File: config.mk
export PLATFORM = sky130hd
export DESIGN_NAME = ctrl_packet_injector_flat
export DESIGN_NICKNAME = d
export VERILOG_FILES = /design/src/rtl/ctrl_packet_injector_if.sv /design/src/rtl/ctrl_packet_injector.sv /design/src/flat_wrapper.sv
export SDC_FILE = /design/constraint.sdc
export NUM_CORES = 1
export LEC_CHECK = 0
export CAP_MARGIN = 25
export CORE_AREA = 2 2 488 490
export CTS_CLUSTER_DIAMETER = 100
export DETAILED_ROUTE_END_ITERATION = 12
export DIE_AREA = 0 0 490 492
export GPL_TIMING_DRIVEN = 0
export PLACE_DENSITY = 0.38
export SYNTH_ARGS = -nofsm -noshare
export SYNTH_HDL_FRONTEND = slang
export SYNTH_SLANG_ARGS = --single-unit
File: constraint.sdc
create_clock -name clk -period 3.1 [get_ports clk]
set_clock_uncertainty 0.2 [all_clocks]
set_input_delay 0.31 -clock clk [delete_from_list [all_inputs] [get_ports clk]]
set_output_delay 0.31 -clock clk [all_outputs]
set_load 0.02 [all_outputs]
File: src/rtl/ctrl_packet_injector_if.sv
// ctrl_packet_injector_if: Front_* upstream beat in, Back_* downstream beat out, Cmd_* host command handshake, Rsp_* read completion
interface ctrl_packet_injector_if #(
  parameter int DATA_WIDTH = 512,
  parameter int STREAM_ID_NUM = 16,
  parameter int CHUNK_ID_NUM = 32,
  parameter int CHANNEL_ID_NUM = 1024,
  parameter int STATE_WIDTH = 32
);
  localparam int SW = $clog2(STREAM_ID_NUM);
  localparam int CW = $clog2(CHUNK_ID_NUM);
  localparam int HW = $clog2(CHANNEL_ID_NUM);
  logic [DATA_WIDTH-1:0] Front_Data, Back_Data;
  logic [1:0] Front_Type, Back_Type;
  logic Front_Last, Back_Last;
  logic [SW-1:0] Front_StreamID, Back_StreamID;
  logic [CW-1:0] Front_ChunkID, Back_ChunkID;
  logic [HW-1:0] Front_ChannelID, Back_ChannelID;
  logic [STATE_WIDTH-1:0] Front_State, Back_State;
  logic Cmd_Valid, Cmd_Ready, Cmd_Write;
  logic [HW-1:0] Cmd_Hop;
  logic [STATE_WIDTH-1:0] Cmd_Addr;
  logic [31:0] Cmd_WData;
  logic Rsp_Valid, Rsp_Timeout;
  logic [31:0] Rsp_RData;
  modport slave (
    input Front_Data, Front_Type, Front_Last, Front_StreamID, Front_ChunkID, Front_ChannelID, Front_State,
    input Cmd_Valid, Cmd_Write, Cmd_Hop, Cmd_Addr, Cmd_WData,
    output Back_Data, Back_Type, Back_Last, Back_StreamID, Back_ChunkID, Back_ChannelID, Back_State,
    output Cmd_Ready, Rsp_Valid, Rsp_RData, Rsp_Timeout
  );
  modport master (
    output Front_Data, Front_Type, Front_Last, Front_StreamID, Front_ChunkID, Front_ChannelID, Front_State,
    output Cmd_Valid, Cmd_Write, Cmd_Hop, Cmd_Addr, Cmd_WData,
    input Back_Data, Back_Type, Back_Last, Back_StreamID, Back_ChunkID, Back_ChannelID, Back_State,
    input Cmd_Ready, Rsp_Valid, Rsp_RData, Rsp_Timeout
  );
endinterface

File: src/rtl/ctrl_packet_injector.sv
// ctrl_packet_injector: forwards Front beats to Back one cycle late, injects host read/write control packets into bubbles and captures read responses (ports: clk, rstIn, bus.slave)
module ctrl_packet_injector #(
  parameter int DATA_WIDTH = 512,
  parameter int STREAM_ID_NUM = 16,
  parameter int CHUNK_ID_NUM = 32,
  parameter int CHANNEL_ID_NUM = 1024,
  parameter int STATE_WIDTH = 32,
  parameter int CP_A_CTRL_READ_RESPONSE_32b = 1,
  parameter int CP_R_CTRL_READ_REQUEST_32b = 0,
  parameter int CP_R_CTRL_WRITE_32b = 1,
  parameter int CTRL_STREAM_ID = 0,
  parameter int TIMEOUT_CYCLES = 1024
) (
  input logic clk,
  input logic rstIn,
  ctrl_packet_injector_if.slave bus
);
  localparam int SW = $clog2(STREAM_ID_NUM);
  localparam int CW = $clog2(CHUNK_ID_NUM);
  localparam int HW = $clog2(CHANNEL_ID_NUM);
  localparam int TW = $clog2(TIMEOUT_CYCLES);
  typedef enum logic [1:0] {IDLE, ISSUE, WAIT_RSP} state_t;
  state_t state, state_n;
  logic wr;
  logic [HW-1:0] hop;
  logic [STATE_WIDTH-1:0] addr;
  logic [31:0] wdata;
  logic [TW-1:0] timer;
  logic inject, match, tout, pass;
  assign bus.Cmd_Ready = state == IDLE && !rstIn;
  always_comb begin
    inject = state == ISSUE && bus.Front_Type == 2'b00;
    match = state == WAIT_RSP && bus.Front_Type == 2'b10 && !bus.Front_ChunkID[CW-1] &&
            bus.Front_ChunkID[CW-2:0] == (CW-1)'(CP_A_CTRL_READ_RESPONSE_32b) && bus.Front_State == addr;
    tout = state == WAIT_RSP && timer == TW'(TIMEOUT_CYCLES - 1);
    pass = !inject && !match;
    state_n = (state == IDLE && bus.Cmd_Valid) ? ISSUE :
              inject ? (wr ? IDLE : WAIT_RSP) :
              (match || tout) ? IDLE : state;
  end
  always_ff @(posedge clk) begin
    if (rstIn) begin
      state <= IDLE;
      timer <= '0;
      bus.Back_Data <= '0;
      bus.Back_Type <= '0;
      bus.Back_Last <= 1'b0;
      bus.Back_StreamID <= '0;
      bus.Back_ChunkID <= '0;
      bus.Back_ChannelID <= '0;
      bus.Back_State <= '0;
      bus.Rsp_Valid <= 1'b0;
      bus.Rsp_RData <= '0;
      bus.Rsp_Timeout <= 1'b0;
    end else begin
      state <= state_n;
      timer <= state == WAIT_RSP ? timer + TW'(1) : '0;
      bus.Back_Data <= inject ? (wr ? {(DATA_WIDTH/32){wdata}} : '0) : pass ? bus.Front_Data : '0;
      bus.Back_Type <= inject ? 2'b10 : pass ? bus.Front_Type : 2'b00;
      bus.Back_Last <= inject ? 1'b1 : pass && bus.Front_Last;
      bus.Back_StreamID <= inject ? SW'(CTRL_STREAM_ID) : pass ? bus.Front_StreamID : '0;
      bus.Back_ChunkID <= inject ? {1'b1, (CW-1)'(wr ? CP_R_CTRL_WRITE_32b : CP_R_CTRL_READ_REQUEST_32b)} :
                          pass ? bus.Front_ChunkID : '0;
      bus.Back_ChannelID <= inject ? hop : pass ? bus.Front_ChannelID : '0;
      bus.Back_State <= inject ? addr : pass ? bus.Front_State : '0;
      bus.Rsp_Valid <= match || tout;
      bus.Rsp_RData <= match ? bus.Front_Data[31:0] : '0;
      bus.Rsp_Timeout <= tout && !match;
    end
  end
  always_ff @(posedge clk) begin
    if (bus.Cmd_Ready && bus.Cmd_Valid) begin
      wr <= bus.Cmd_Write;
      hop <= bus.Cmd_Hop;
      addr <= bus.Cmd_Addr;
      wdata <= bus.Cmd_WData;
    end
  end
endmodule

File: src/flat_wrapper.sv
// flat-port wrapper written by rule: the top's interface ports become plain ports
module ctrl_packet_injector_flat 
#(
  parameter int DATA_WIDTH = 512,
  parameter int STREAM_ID_NUM = 16,
  parameter int CHUNK_ID_NUM = 32,
  parameter int CHANNEL_ID_NUM = 1024,
  parameter int STATE_WIDTH = 32,
  parameter int CP_A_CTRL_READ_RESPONSE_32b = 1,
  parameter int CP_R_CTRL_READ_REQUEST_32b = 0,
  parameter int CP_R_CTRL_WRITE_32b = 1,
  parameter int CTRL_STREAM_ID = 0,
  parameter int TIMEOUT_CYCLES = 1024
)
  (clk, rstIn, bus_Front_Data, bus_Front_Type, bus_Front_Last, bus_Front_StreamID, bus_Front_ChunkID, bus_Front_ChannelID, bus_Front_State, bus_Cmd_Valid, bus_Cmd_Write, bus_Cmd_Hop, bus_Cmd_Addr, bus_Cmd_WData, bus_Back_Data, bus_Back_Type, bus_Back_Last, bus_Back_StreamID, bus_Back_ChunkID, bus_Back_ChannelID, bus_Back_State, bus_Cmd_Ready, bus_Rsp_Valid, bus_Rsp_RData, bus_Rsp_Timeout);
  ctrl_packet_injector_if #(.DATA_WIDTH(DATA_WIDTH), .STREAM_ID_NUM(STREAM_ID_NUM), .CHUNK_ID_NUM(CHUNK_ID_NUM), .CHANNEL_ID_NUM(CHANNEL_ID_NUM), .STATE_WIDTH(STATE_WIDTH)) bus_i ();
  input logic clk;
  input logic rstIn;
  input wire logic [$bits(bus_i.Front_Data)-1:0] bus_Front_Data;
  input wire logic [$bits(bus_i.Front_Type)-1:0] bus_Front_Type;
  input wire logic [$bits(bus_i.Front_Last)-1:0] bus_Front_Last;
  input wire logic [$bits(bus_i.Front_StreamID)-1:0] bus_Front_StreamID;
  input wire logic [$bits(bus_i.Front_ChunkID)-1:0] bus_Front_ChunkID;
  input wire logic [$bits(bus_i.Front_ChannelID)-1:0] bus_Front_ChannelID;
  input wire logic [$bits(bus_i.Front_State)-1:0] bus_Front_State;
  input wire logic [$bits(bus_i.Cmd_Valid)-1:0] bus_Cmd_Valid;
  input wire logic [$bits(bus_i.Cmd_Write)-1:0] bus_Cmd_Write;
  input wire logic [$bits(bus_i.Cmd_Hop)-1:0] bus_Cmd_Hop;
  input wire logic [$bits(bus_i.Cmd_Addr)-1:0] bus_Cmd_Addr;
  input wire logic [$bits(bus_i.Cmd_WData)-1:0] bus_Cmd_WData;
  output wire logic [$bits(bus_i.Back_Data)-1:0] bus_Back_Data;
  output wire logic [$bits(bus_i.Back_Type)-1:0] bus_Back_Type;
  output wire logic [$bits(bus_i.Back_Last)-1:0] bus_Back_Last;
  output wire logic [$bits(bus_i.Back_StreamID)-1:0] bus_Back_StreamID;
  output wire logic [$bits(bus_i.Back_ChunkID)-1:0] bus_Back_ChunkID;
  output wire logic [$bits(bus_i.Back_ChannelID)-1:0] bus_Back_ChannelID;
  output wire logic [$bits(bus_i.Back_State)-1:0] bus_Back_State;
  output wire logic [$bits(bus_i.Cmd_Ready)-1:0] bus_Cmd_Ready;
  output wire logic [$bits(bus_i.Rsp_Valid)-1:0] bus_Rsp_Valid;
  output wire logic [$bits(bus_i.Rsp_RData)-1:0] bus_Rsp_RData;
  output wire logic [$bits(bus_i.Rsp_Timeout)-1:0] bus_Rsp_Timeout;
  assign bus_i.Front_Data = bus_Front_Data;
  assign bus_i.Front_Type = bus_Front_Type;
  assign bus_i.Front_Last = bus_Front_Last;
  assign bus_i.Front_StreamID = bus_Front_StreamID;
  assign bus_i.Front_ChunkID = bus_Front_ChunkID;
  assign bus_i.Front_ChannelID = bus_Front_ChannelID;
  assign bus_i.Front_State = bus_Front_State;
  assign bus_i.Cmd_Valid = bus_Cmd_Valid;
  assign bus_i.Cmd_Write = bus_Cmd_Write;
  assign bus_i.Cmd_Hop = bus_Cmd_Hop;
  assign bus_i.Cmd_Addr = bus_Cmd_Addr;
  assign bus_i.Cmd_WData = bus_Cmd_WData;
  assign bus_Back_Data = bus_i.Back_Data;
  assign bus_Back_Type = bus_i.Back_Type;
  assign bus_Back_Last = bus_i.Back_Last;
  assign bus_Back_StreamID = bus_i.Back_StreamID;
  assign bus_Back_ChunkID = bus_i.Back_ChunkID;
  assign bus_Back_ChannelID = bus_i.Back_ChannelID;
  assign bus_Back_State = bus_i.Back_State;
  assign bus_Cmd_Ready = bus_i.Cmd_Ready;
  assign bus_Rsp_Valid = bus_i.Rsp_Valid;
  assign bus_Rsp_RData = bus_i.Rsp_RData;
  assign bus_Rsp_Timeout = bus_i.Rsp_Timeout;
  ctrl_packet_injector #(.DATA_WIDTH(DATA_WIDTH), .STREAM_ID_NUM(STREAM_ID_NUM), .CHUNK_ID_NUM(CHUNK_ID_NUM), .CHANNEL_ID_NUM(CHANNEL_ID_NUM), .STATE_WIDTH(STATE_WIDTH), .CP_A_CTRL_READ_RESPONSE_32b(CP_A_CTRL_READ_RESPONSE_32b), .CP_R_CTRL_READ_REQUEST_32b(CP_R_CTRL_READ_REQUEST_32b), .CP_R_CTRL_WRITE_32b(CP_R_CTRL_WRITE_32b), .CTRL_STREAM_ID(CTRL_STREAM_ID), .TIMEOUT_CYCLES(TIMEOUT_CYCLES)) u_core (.clk(clk), .rstIn(rstIn), .bus(bus_i));
endmodule
# After elaboration in Yosys (flattened, before gate mapping)
# Cells that the tools add are included.
# word_totals
ff_bits,687
inputBits,644
output_inout_bits,601
word_cells,70
# classes
add_sub_neg,1
n_eq_ne,6
mux,17
bitwise,3
n_reduce_logical,25
# ops
operator,n
$mux W512,3
$mux W32,2
$eq A32 B32 Y1,1
$mux W10,2
$logic_and A1 B1 Y1,12
$add A10 B1 Y10 const B,1
$eq A10 B10 Y1 const B,1
$mux W2,5
$mux W5,2
$reduce_or A2 Y1,3
$eq A2 B2 Y1 const B,2
$eq A4 B1 Y1 const B,1
$logic_not A1 Y1,4
$logic_not A2 Y1,2
$mux W1,3
$not A1 Y1,3
$reduce_bool A3 Y1,1
$reduce_or A3 Y1,1
$eq A2 B1 Y1 const B,1
$reduce_bool A2 Y1,1
$logic_or A1 B1 Y1,1

# Longest topological paths before layout
# logic_depth
word_depth,9
depth_mapped,9
mapped_depth_nobuf,6

# Worst setup path before layout
# No wires, ideal clock.
# synth_timing
path_type,input port to flip-flop
start,input rstIn
end,"register u_core.addr[0], enable pin"
setup_ns,0.442
arrival_time_ns,2.848
required_ns,2.458
path_slack_ns,-0.390
path_stages,3
n_path_buf,1
path_cell_list,clkbuf_1 > nor3_1 > and2_1
# synth_between
elab_chain_len,3
# synth_rtl
element,line_no,text
from (decl),flat_wrapper.sv:18,input logic rstIn;
$logic_not A1 Y1,ctrl_packet_injector.sv:30,assign bus.Cmd_Ready = state == IDLE && !rstIn;
$logic_and A1 B1 Y1,ctrl_packet_injector.sv:30,
via bus_Cmd_Ready,flat_wrapper.sv:38,output wire logic [$bits(bus_i.Cmd_Ready)-1:0] bus_Cmd_Ready;
$logic_and A1 B1 Y1,ctrl_packet_injector.sv:72,if (bus.Cmd_Ready && bus.Cmd_Valid) begin
to (signal assigned),ctrl_packet_injector.sv:75,addr <= bus.Cmd_Addr;
to (decl),ctrl_packet_injector.sv:26,logic [STATE_WIDTH-1:0] addr;
# The timed path passes the listed nets, and every way through them passes these cells.
# A chain may end at the register's enable or synchronous reset.

# Final worst setup path
# layout_timing
start,register u_core.state[1]
end,register u_core.bus.Back_Last
# layout_between
elab_chain_len,9
word_cells_on_any_way,12
classes_between,eq/ne (2); mux (1); reduce/logical (9)
# layout_rtl
element,line_no,text
from (decl),ctrl_packet_injector.sv:23,"state_t state, state_n;"
from (signal assigned),ctrl_packet_injector.sv:56,state <= state_n;
$eq A2 B2 Y1,ctrl_packet_injector.sv:33,match = state == WAIT_RSP && bus.Front_Type == 2'b10 && !bus.Front_ChunkID[CW-1] &&
$logic_and A1 B1 Y1 (3 in series),ctrl_packet_injector.sv:33,
$logic_and A1 B1 Y1,ctrl_packet_injector.sv:34,bus.Front_ChunkID[CW-2:0] == (CW-1)'(CP_A_CTRL_READ_RESPONSE_32b) && bus.Front_State == addr;
$logic_not A1 Y1,ctrl_packet_injector.sv:36,pass = !inject && !match;
$logic_and A1 B1 Y1,ctrl_packet_injector.sv:36,
$logic_and A1 B1 Y1,ctrl_packet_injector.sv:60,bus.Back_Last <= inject ? 1'b1 : pass && bus.Front_Last;
$mux W1 *,ctrl_packet_injector.sv:60,
to (signal assigned),ctrl_packet_injector.sv:60,
to (decl),ctrl_packet_injector_if.sv:28,"output Back_Data, Back_Type, Back_Last, Back_StreamID, Back_ChunkID, Back_ChannelID, Back_State,"
# Every way passes the cells marked *; elsewhere a longest branch is shown, timed or not.

==> metrics.md <==
| Metric | Value |
|---|---|
| CP Max Fanout | `7` |
| Worst Setup End Kind | `register` |
| Relative slew slack | `0.3626` |
| Met1 WL | `76540 um` |
| First-pass GRT wire length | `between 200000 and 300000 um` |
| Most area-consuming cells after synthesis | `dfxtp_1 (56%), a21o_1 (17%), edfxtp_1 (10%), and2_1 (2.4%), o21ba_2 (1.9%)` |
| Cell Rows | `179` |
| Aggregate global-route resource usage | `0.1672` |
| Fillers | `~26000` |
| Clock sink count | `687` |
| Vias | `22410` |
| Critical Path AT | `3.46 ns` |
| Synthesized instance count | `1791` |
| Post-synthesis register bit count | `roughly 690` |
| Max-slew violation count | `0` |
| Post-route ant nets | `0` |
| MaxCap Viol Count | `0` |
| Post-synth top area cell | `dfxtp_1` |
| Slew @ Worst Pin | `about 0.95 ns` |
| Final setup viols | `0` |
| Initial Util | `0.09199` |
| Clock period minus worst slack | `3.098 ns` |
| Post-synthesis sequential area ratio | `0.6673` |
| Routability Congestion | `0.9083` |
| Hpwl dp | `176100 um` |
| Vias in the first global route | `between 20000 and 25000` |
| Critical Path RT | `~3.5 ns` |
| Hold Slack | `0.04322 ns` |
| Die Y | `around 490 um` |
| Crit share post-route | `0.9995` |
| DRT iter0 DRCs | `1111` |
| Post-route DRC | `0` |
| DRT Pass-1 Iters | `7` |
| Highest metal used | `met5` |
| Post-synth EDFFs | `75` |
| Final Routed Wirelength | `208900 um` |
| Power density cells | `approximately 560 nW/um2` |
| CTS Buffer Depth | `3` |
| I/O Buffers | `1244` |
| Clk slew on worst S/H paths | `around 0.060 ns` |
| Die ar. | `between 200000 and 250000 um2` |
| Fmax | `~320 MHz` |
| Crit path kind | `register to register` |
| Area Overhead vs Synth | `118.4%` |
| Ys async rst share | `0` |
| Layout cell share with drive strength beyond 1 | `0.1007` |
| DR WL/cell | `around 30 um` |
| Status | `complete, no violations` |
| Leakage | `20.46 nW` |
| DIE WIDTH | `roughly 490 um` |
| Initial antenna violation count | `148` |
| Grt total ovfl | `0` |
| H-tree levels | `3` |
| CORE AREA | `between 200000 and 250000 um2` |
| # IOs | `1245` |
| Wire length on met2 | `~110000 um` |
| CTS Buf Count | `97` |
| Post-Syn Area per Cell | `12.14 um2` |
| Drt via density | `between 3 and 4` |
| Critical Path Source Type | `register` |
| Setup WS pre-CTS | `-2.178 ns` |
| Met3 WL | `18130 um` |
| Peak supply drop | `approximately 0.00038 V` |
| Post-synth cell types | `41` |
| Count leader, synth | `dfxtp_1` |
| Hold Vio Cnt, Final | `0` |
| Final WS setup | `between 0.0015 and 0.002 ns` |
| RSZ-0062 raised after global routing | `yes` |
| Worst Hold Class | `input pin to register` |
| Top post-synthesis cells by count | `dfxtp_1 (612), a21o_1 (482), and2_1 (82)` |
| CTS Root Cell | `clkbuf_16` |
| Final nets | `4290` |
| Ys Warns | `0` |
| Main synth FF type | `dfxtp_1` |
| Post-synth net total | `2436` |
| Post-synth top area share | `0.5637` |
| Worst skew pair latency | `0.75 ns` |
| Mapped Area | `around 22000 um2` |
| CTS tree | `yes` |
| Largest net degree at the start of global routing | `around 40` |
==> metal layers <==
layer	GRT usage	up-vias
li1	-	9901
met3	0.06109	346
met1	0.1768	10910
met5	0	-
met4	0.04290	90
met2	0.3100	1172
==> layout make-up <==
cell class / count / area [um2] / area share
repair buffers: 1776 / 17830 / 0.3757
diodes: 30 / 75.07 / 0.001582
clock buffers: 138 / 2773 / 0.05842
plain buffers: 148 / 1111 / 0.02341
inverters: 2 / 7.507 / 0.0001582
well taps: 3167 / 3963 / 0.08349
flip-flops and latches: 687 / 14510 / 0.3056
clock inverters: 40 / 461.7 / 0.009728
multi-input cells: 933 / 6735 / 0.1419
==> cells by family (layout without fill, tap and decap cells) <==
logic type,after synthesis,count (layout),synth area share
buffers and inverters,171,2104,0.03546
XOR/XNOR,38,38,0.01531
other,0,30,0
flip-flops,687,687,0.6673
AND/OR/NAND/NOR,283,283,0.06885
AO/OA/AOI/OAI,611,611,0.2125
adder cells (fa/ha/maj),1,1,0.0005755
==> repair_timing <==
item,CTS,global route
pin swaps,6,0
buffers inserted,7,0
setup endpoints to repair,589,163
resized for setup,173,43
hold endpoints to repair,515,0
hold buffers,512,0
==> registers in the layout, summed over array words and instances (netlist names) <==
signal	cells
u_core.bus.Back_State	32
u_core.bus.Rsp_RData	32
u_core.bus.Back_ChunkID	5
u_core.wdata	32
u_core.state	2
u_core.addr	32
u_core.wr	1
u_core.bus.Back_Data	512
u_core.bus.Rsp_Valid	1
u_core.bus.Rsp_Timeout	1
u_core.bus.Back_Last	1
u_core.bus.Back_Type	2
u_core.timer	10
u_core.hop	10
u_core.bus.Back_ChannelID	10
u_core.bus.Back_StreamID	4
==> where the power goes <==
part | leakage (nW) | switching, W | internal, W
logic | 13.1 | 0.00256 | 0.00254
clock network | 1.58 | 0.00489 | 0.00669
registers | 5.78 | 0.000247 | 0.00962
total | 20.5 | 0.00769 | 0.0189
==> cells in the final DEF, fill, tap and decap left out, drive strengths merged, types with 8 or more instances in the layout <==
| cell type | n |
|---|---|
| nand2b | 33 |
| inv | 12 |
| dfxtp | 612 |
| diode | 30 |
| a31oi | 42 |
| o31ai | 32 |
| nor4 | 9 |
| clkbuf | 199 |
| and2 | 82 |
| nor2 | 48 |
| xnor2 | 8 |
| a21o | 482 |
| clkdlybuf4s50 | 1244 |
| buf | 106 |
| edfxtp | 75 |
| dlygate4sd3 | 512 |
| clkinv | 21 |
| o21ba | 42 |
| nand2 | 78 |
| xor2 | 30 |
==> final timing paths <==
path	endpoint	cells after the start	slack, ns	start
setup / recovery	u_core.bus.Back_Last$_SDFF_PP0_	5	0.002	u_core.state[1]$_SDFFE_PP0P_
hold / removal	u_core.bus.Back_Data[249]$_SDFF_PP0_	2	0.04	bus_Front_Data[249]
setup reg to reg	u_core.bus.Back_Last$_SDFF_PP0_	5	0.002	u_core.state[1]$_SDFFE_PP0P_
hold reg to reg	u_core.timer[0]$_SDFF_PP0_	1	0.27	u_core.timer[0]$_SDFF_PP0_
==> through the flow <==
| step | utilization | cell area, um2 | std cells | setup TNS [ns] | total power [W] |
|---|---|---|---|---|---|
| 2_1_floorplan | - | 21740 | 1791 | 0 | 0.01145 |
| 5_1_grt | 0.2007 | 47420 | 6905 | -0.1077 | 0.02751 |
| 4_1_cts | 0.2000 | 47270 | 6891 | -0.06691 | 0.02711 |
| 3_5_place_dp | 0.1624 | 38360 | 6215 | -892.00 | 0.01450 |
| 3_3_place_gp | 0.1615 | 38150 | 6202 | -1258.34 | 0.01448 |
| 6_report | 0.2009 | 47460 | 6921 | 0 | 0.02655 |
==> worst max-delay path, stage by stage (launching register included) <==
cell      delay (ns)
dfxtp_1         0.38
nor4b_2         0.87
clkbuf_1        0.45
buf_8           0.21
nor2_1          0.07
a211oi_1        0.74
(Power assumes the default switching activity.)
